<file path="src/rtl/huff_decoder.sv">
// Huffman table loader and serial code decoder: loads three char/code entries, then decodes an MSB-first bitstream.
// Optional HUFF_DEC_COUNT_EN builds a 4-bit sym_valid counter on io_out[8:5]; otherwise those bits are 0.
module huff_decoder (
    input  logic        clk,
    input  logic        reset,
    input  logic [11:0] io_in,
    output logic [11:0] io_out
);

    localparam logic [1:0] LOAD_CHAR = 2'd0;
    localparam logic [1:0] LOAD_CODE = 2'd1;
    localparam logic [1:0] DECODE    = 2'd2;

    logic [1:0] state;
    logic [1:0] idx;
    logic [4:0] char_tab  [3];
    logic [2:0] mask_tab  [3];
    logic [2:0] value_tab [3];
    logic [1:0] len_tab   [3];
    logic [2:0] acc;
    logic [1:0] bitcnt;

    logic       sym_valid;
    logic       err;
    logic       table_ready;
    logic [4:0] char_out;
    logic [3:0] sym_count;

    logic       in_valid;
    logic       mode;
    logic       clear;
    logic       bit_in;
    logic       is_char_word;
    logic       is_code_word;
    logic       unused_done;

    assign in_valid     = io_in[11];
    assign mode         = io_in[10];
    assign clear        = in_valid & io_in[9];
    assign bit_in       = io_in[0];
    assign is_char_word = (io_in[7:5] == 3'b011);
    assign is_code_word = (io_in[7:6] == 2'b00);
    assign unused_done  = io_in[8];

    // Only contiguous low-aligned masks are legal; anything else never matches.
    function automatic logic [1:0] mask_len(input logic [2:0] m);
        case (m)
            3'b001:  mask_len = 2'd1;
            3'b011:  mask_len = 2'd2;
            3'b111:  mask_len = 2'd3;
            default: mask_len = 2'd0;
        endcase
    endfunction

    logic [2:0] acc_next;
    logic [1:0] cnt_next;
    logic       hit;
    logic [4:0] hit_char;
    logic       bit_take;
    logic       sym_fire;

    // NOTE: every always_comb output gets a default first so no path leaves it unassigned and infers a latch.
    always_comb begin
        acc_next = {acc[1:0], bit_in};
        cnt_next = bitcnt + 2'd1;
        hit      = 1'b0;
        hit_char = 5'd0;
        for (int i = 0; i < 3; i++) begin
            if (!hit && len_tab[i] != 2'd0 && len_tab[i] == cnt_next &&
                (acc_next & mask_tab[i]) == (value_tab[i] & mask_tab[i])) begin
                hit      = 1'b1;
                hit_char = char_tab[i];
            end
        end
    end

    assign bit_take = in_valid & mode & ~clear & (state == DECODE);
    assign sym_fire = bit_take & hit;

    // NOTE: state registers use non-blocking assignments so every flop samples pre-edge values.
    always_ff @(posedge clk) begin
        if (reset) begin
            state       <= LOAD_CHAR;
            idx         <= 2'd0;
            acc         <= 3'd0;
            bitcnt      <= 2'd0;
            sym_valid   <= 1'b0;
            err         <= 1'b0;
            table_ready <= 1'b0;
            char_out    <= 5'd0;
            // NOTE: the table is only three entries and must read as zero after reset, so it is reset like any flop.
            for (int i = 0; i < 3; i++) begin
                char_tab[i]  <= 5'd0;
                mask_tab[i]  <= 3'd0;
                value_tab[i] <= 3'd0;
                len_tab[i]   <= 2'd0;
            end
        end else begin
            sym_valid <= 1'b0;
            err       <= 1'b0;
            if (clear) begin
                state       <= LOAD_CHAR;
                idx         <= 2'd0;
                acc         <= 3'd0;
                bitcnt      <= 2'd0;
                table_ready <= 1'b0;
                for (int i = 0; i < 3; i++) begin
                    char_tab[i]  <= 5'd0;
                    mask_tab[i]  <= 3'd0;
                    value_tab[i] <= 3'd0;
                    len_tab[i]   <= 2'd0;
                end
            end else if (in_valid) begin
                case (state)
                    LOAD_CHAR: begin
                        if (!mode && is_char_word) begin
                            char_tab[idx] <= io_in[4:0];
                            state         <= LOAD_CODE;
                        end
                    end
                    LOAD_CODE: begin
                        if (!mode && is_code_word) begin
                            mask_tab[idx]  <= io_in[5:3];
                            value_tab[idx] <= io_in[2:0];
                            len_tab[idx]   <= mask_len(io_in[5:3]);
                            if (idx == 2'd2) begin
                                state       <= DECODE;
                                table_ready <= 1'b1;
                            end else begin
                                idx   <= idx + 2'd1;
                                state <= LOAD_CHAR;
                            end
                        end else if (!mode && is_char_word) begin
                            char_tab[idx] <= io_in[4:0];
                        end
                    end
                    DECODE: begin
                        if (mode) begin
                            if (hit) begin
                                char_out  <= hit_char;
                                sym_valid <= 1'b1;
                                acc       <= 3'd0;
                                bitcnt    <= 2'd0;
                            end else if (cnt_next == 2'd3) begin
                                err    <= 1'b1;
                                acc    <= 3'd0;
                                bitcnt <= 2'd0;
                            end else begin
                                acc    <= acc_next;
                                bitcnt <= cnt_next;
                            end
                        end
                    end
                    default: state <= LOAD_CHAR;
                endcase
            end
        end
    end

`ifdef HUFF_DEC_COUNT_EN
    always_ff @(posedge clk) begin
        if (reset || clear) begin
            sym_count <= 4'd0;
        end else if (sym_fire) begin
            sym_count <= sym_count + 4'd1;
        end
    end
`else
    logic unused_fire;
    assign unused_fire = sym_fire;
    assign sym_count   = 4'd0;
`endif

    assign io_out = {sym_valid, err, table_ready, sym_count, char_out};

endmodule
</file>
<file path="config.mk">
export PLATFORM = sky130hd
export DESIGN_NAME = huff_decoder
export DESIGN_NICKNAME = d
export VERILOG_FILES = /design/src/rtl/huff_decoder.sv
export SDC_FILE = /design/constraint.sdc
export NUM_CORES = 1
export LEC_CHECK = 0
export ABC_AREA = 1
export BUFFER_PORTS_ARGS = -buffer_cell sky130_fd_sc_hd__clkbuf_2
export CAP_MARGIN = 20
export CORE_ASPECT_RATIO = 2
export CORE_MARGIN = 8
export CORE_UTILIZATION = 53
export DETAILED_ROUTE_END_ITERATION = 12
export HOLD_SLACK_MARGIN = 0.1
export PLACE_DENSITY = 0.79
export SLEW_MARGIN = 20
export SYNTH_ARGS = -nofsm -noshare
export SYNTH_HDL_FRONTEND = slang
export SYNTH_SLANG_ARGS = --single-unit
</file>
<file path="constraint.sdc">
create_clock -name clk -period 1.72 [get_ports clk]
set_input_delay 0.344 -clock clk [delete_from_list [all_inputs] [get_ports clk]]
set_output_delay 0.344 -clock clk [all_outputs]
set_load 0.05 [all_outputs]
</file>
; Yosys cells after proc, flatten, opt, wreduce, memory -nomap -nowiden
; Memory sizes are Yosys's and may differ from the RTL's.
; Cells that the tools add are included.
; Widths: inputs -> output; s select.
[classes]
n_bitwise = 25
add_sub_neg = 2
n_reduce_logical = 30
mux = 70
eq_ne = 16
[ops]
columns = operator, count
row1 = $mux 2, 20
row2 = $mux 5, 8
row3 = $mux 1, 32
row4 = $mux 3, 8
row5 = $and 3x3->3, 6
row6 = $or 1x1->1, 13
row7 = $pmux 2 s3, 2
row8 = $reduce_and 4->1, 3
row9 = $logic_and 1x1->1, 10
row10 = $reduce_or 5->1, 2
row11 = $eq 3x3->1, 3
row12 = $eq 2x2->1, 3
row13 = $eq 2x2->1 const B, 3
row14 = $eq 3x2->1 const B, 2
row15 = $reduce_bool 2->1, 3
row16 = $reduce_or 3->1, 2
row17 = $reduce_or 6->1, 1
row18 = $not 1->1, 5
row19 = $reduce_and 5->1, 1
row20 = $add 2x1->2 const B, 2
row21 = $logic_not 2->1, 2
row22 = $ne 2x2->1 const B, 2
row23 = $reduce_or 2->1, 2
row24 = $eq 3x1->1 const B, 1
row25 = other kinds (5), 7
[totals]
output_inout_bits = 12
n_memories = 4
input_bits = 14
ramBits = 39
wordCells = 155
reg_bits = 16
[memory_table]
columns = name, depth, width, read_ports, rd_clocked_by_memory_dff, wr, line_no
row1 = char_tab, 3, 5, 3, 0, 3, 16  ; logic [4:0] char_tab [3];
row2 = mask_tab, 3, 3, 3, 0, 3, 17  ; logic [2:0] mask_tab [3];
row3 = value_tab, 3, 3, 3, 0, 3, 18  ; logic [2:0] value_tab [3];
row4 = len_tab, 3, 2, 3, 0, 3, 19  ; logic [1:0] len_tab [3];

; Depth between registers and ports, before layout
[logic_depth]
depth_word = 16
ltp_mapped = 12
depth_no_buf = 12

; Least setup slack after synthesis
; No wires, ideal clock.
[synth_timing]
path_kind = register -> register
from = reg bitcnt[0]
to = reg char_out[0]
t_required_ns = 1.603
setup_ns = 0.117
synth_period_minus_slack_ns = 1.750
path_slack_ns = -0.030
arrival_ns = 1.633
path_buffers = 0
stages_incl_launch_ff = 11
cell_sequence = dfxtp_1 -> inv_1 -> ha_1 -> nor2_1 -> nand2_1 -> nand2_1 -> nand3_4 -> nand3_2 -> nand3_4 -> nor3_1 -> nor2_1
[synth_between]
elab_chain_cells = 16
elab_cells_between_ends = 21
classes_between = 1 x add/sub / 3 x eq/ne / 6 x mux / 11 x reduce/logical
[synth_lines]
columns = item, line_no
row1 = "start, declared", 21  ; logic [1:0] bitcnt;
row2 = "start signal, assigned", 150  ; bitcnt <= cnt_next;
row3 = $add 2x1->2 *, 65  ; cnt_next = bitcnt + 2'd1;
row4 = $eq 2x2->1, 69  ; if (!hit && len_tab[i] != 2'd0 && len_tab[i] == cnt_next &&
row5 = $logic_and 1x1->1 (2 in series), 69
row6 = $mux 1, 69
row7 = $logic_not 1->1, 69
row8 = $logic_and 1x1->1 (3 in series), 69
row9 = $mux 1, 69
row10 = $logic_not 1->1, 69
row11 = $logic_and 1x1->1 (3 in series), 69
row12 = $mux 1, 69
row13 = $reduce_and 5->1 (no source line), n/a
row14 = "end signal, assigned", 140  ; char_out <= hit_char;
row15 = "end, declared", 26  ; logic [4:0] char_out;
; Every way passes the cells marked *; elsewhere a longest branch is shown, timed or not.
; A chain may end at the register's enable or synchronous reset.

; Worst setup path after layout
[layout_timing]
from = reg bitcnt[1]
to = reg char_out[2]
; The elaborated chain is that of the path after synthesis.

==> results.toml <==
[placement]
dp_hpwl_um = 4340
port_buffers = 20
post_dp_cell_area_um2 = 3060
place_congestion = 0.894
dp_cells = 411

[grt]
grt_pass1_vias = 2064
grt_usage_pct = 14.5
antenna_found_initial = 0
grt_start_max_net_pins = 18
overflow = 0
grt_first_pass_wirelength_um = 9030

[synthesis]
ys.flop_type = "edfxtp_1"
post_synth_instance_area_um2 = 2720
synth.avg_cell_area_um2 = 8.67
synth_top_area_share_pct = 43.0
netlist_instances = 314
synthTopCellsByArea = "edfxtp_1 (43%), dfxtp_1 (12%), nand2_1 (8.8%), nor2_1 (7.9%), inv_1 (5.9%)"
ys_seq_elements = 55
ys_warn_count = 0
synthArstFlopShare_pct = 0
synth_top_area_cell = "edfxtp_1"
ys_types = 27
synth_edf_count = 39
synth_seq_area_share_pct = 54.8

[cts]
hold_buffers = 0
cts_buffers = 5
clkTransAtPathRegs_ns = 0.10
clk_latency_ns = 0.30
cts_sinks = 55
htree_num_levels = 2
cts_tree = "built"
clockBufferDepth = 2
root_buffer = "clkbuf_8"

[route]
routed_wl_um = 5890
drtIter0Drc = 142
ant_nets = 0
wl_per_cell_um = 14.0
drt-pass1-iter-count = 4
route.detailed.drc = 0
via_per_inst = 5.23
num_vias = 2203

[final_layout]
area_growth_pct = 20.5
n_fill_cell = 402
stdcell_area_um2 = 3280
fin_nets = 382
final_core_util_pct = 65.0
final_layout_size_suffix_gt1_share_pct = 24.0
multi_input_area_um2 = 1130
register_area_um2 = 1490
diodes = 0
final_cells = 421

[sta]
finalCriticalPeriod_ns = 1.67
rsz0062_at_grt = "true"
slew_viol_final = 0
finalSetupViolCount = 0
finalCritPeriodShare_pct = 97.2
whs_ns = 0.396
hold_viol = 0
fin_worst_skew_ns = 0.00966
max_freq_mhz = 598

[power]
power_density_nw_per_um2 = 735
ir_drop_mv = 0.723
power_leakage_nw = 1.46

[job]
drv_cap = 0

[floorplanning]
die-area_um2 = 7830
start_util_pct = 54.0
num_rows = 37
core_area_um2 = 5050
pin_count = 26
die_h_um = 117
die_w_um = 66.7

[worst_setup_path]
startpoint_type = "flop"
reg2reg_depth = 11
worstPathArrival_ns = 1.87
cp_max_fo = 6
setup.worst_path.class = "flop to flop"
worstPathRequired_ns = 1.92
crit_path_end_kind = "flop"

[hold_path]
whs_path_depth = 4
hp-class = "input pin to flop"

[status]
status = "complete, no violations"
[per-layer routing]
layer	up-vias	part of all wire, %	routed length, µm	GRT usage, %
li1	1102	-	-	-
met1	1029	38	2260	15.9
met2	58	55	3240	24.3
met3	14	4.3	254	3.05
met4	0	2.1	125	8.21
met5	-	0	0	0
[power breakdown]
| part | internal, mW | switching [mW] | total, mW |
|---|---|---|---|
| sequential | 1.46 | 0.0245 | 1.49 |
| clock | 0.294 | 0.422 | 0.715 |
| combinational | 0.0666 | 0.144 | 0.211 |
| total | 1.82 | 0.590 | 2.41 |
[metrics by stage]
stage                     worst slack [ns]  total power [mW]  setup TNS [ns]
after CTS                           0.0322              2.40               0
after floorplan                     0.0193              1.63               0
after detailed placement            -0.115              1.71           -2.28
after global placement             -0.0904              1.70           -1.56
after global routing               -0.0701              2.49          -0.182
final                               0.0482              2.41               0
[repair_timing]
| item | in CTS | in global routing |
|---|---|---|
| setup buffers | 0 | 1 |
| cloned | 0 | 1 |
| resized for setup | 3 | 25 |
| pin swaps | 0 | 16 |
| hold endpoints to repair | 0 | 0 |
| setup endpoints to repair | 6 | 18 |
[state kept, by name, indices dropped and copies added, names as in the netlist]
name         flops
table_ready      1
char_tab        15
state            2
value_tab        9
sym_valid        1
char_out         5
idx              2
bitcnt           2
acc              2
err              1
mask_tab         9
len_tab          6
[worst max-delay path, cell delays in order, from the launching register on]
cell and delay, ns:
dfxtp_2 0.35, inv_2 0.05, ha_4 0.31, inv_1 0.06
nand2_2 0.07, nand3_2 0.08, inv_1 0.08, nand2_2 0.07
nand3_4 0.13, nand3_4 0.12, nor3_2 0.19, nor2_1 0.07
[cells in the mapped netlist, types with 5 or more instances]
| cell type | n |
|---|---|
| a21oi_1 | 6 |
| buf_4 | 7 |
| dfxtp_1 | 16 |
| edfxtp_1 | 39 |
| ha_1 | 6 |
| inv_1 | 43 |
| nand2_1 | 64 |
| nand3_1 | 28 |
| nand4_1 | 6 |
| nor2_1 | 57 |
| nor3_1 | 13 |
| o21ai_0 | 5 |
[final timing paths]
kind | start | endpoint | slack (ns)
setup / recovery | bitcnt[1] | char_out[2] | 0.05
hold / removal | reset | state[1] | 0.40
setup reg to reg | bitcnt[1] | char_out[2] | 0.05
hold reg to reg | table_ready | table_ready | 0.46
[kinds of logic (layout without fill, tap and decap cells)]
group                      Yosys count  count (layout)  share of synthesized area, %
AOI/OAI and AO/OA                   13              13                          2.57
xor gates and xnor gates             3               3                         0.965
adders and majority gates            6               6                          2.76
buffers and inverters               55             100                          8.55
DFF                                 55              55                          54.8
other                                1               4                         0.138
and+or+nand+nor                    181             182                          30.2
[cell usage in the layout (no fill, tap or decap)]
cell type	instances
a21oi_1	6
buf_12	2
xor2_1	2
o21ai_0	5
and2_1	1
nand2_1	57
nand3_4	6
clkinvlp_4	1
ha_1	5
clkbuf_2	20
inv_2	4
o31ai_1	2
ha_4	1
nor2_1	55
inv_1	41
clkbuf_1	1
clkinv_1	2
dfxtp_1	14
nor2_2	3
nor3_1	8
nand3_1	24
conb_1	4
nor4_1	2
dfxtp_2	2
buf_4	23
nor2_4	1
xnor2_1	1
nor3_2	5
nand3_2	3
nor2_8	1
clkbuf_8	5
edfxtp_1	39
inv_6	1
nand2_2	9
nand4_1	6
nand3b_1	1
[cell type report]
cell class / count / area share (%)
Inverter: 47 / 5.38
Tap cell: 58 / 2.21
Multi-Input combinational cell: 208 / 34.6
Timing Repair Buffer: 45 / 9.54
Clock buffer: 6 / 2.21
Clock inverter: 2 / 0.496
Sequential cell: 55 / 45.6
(Power assumes the default switching activity.)
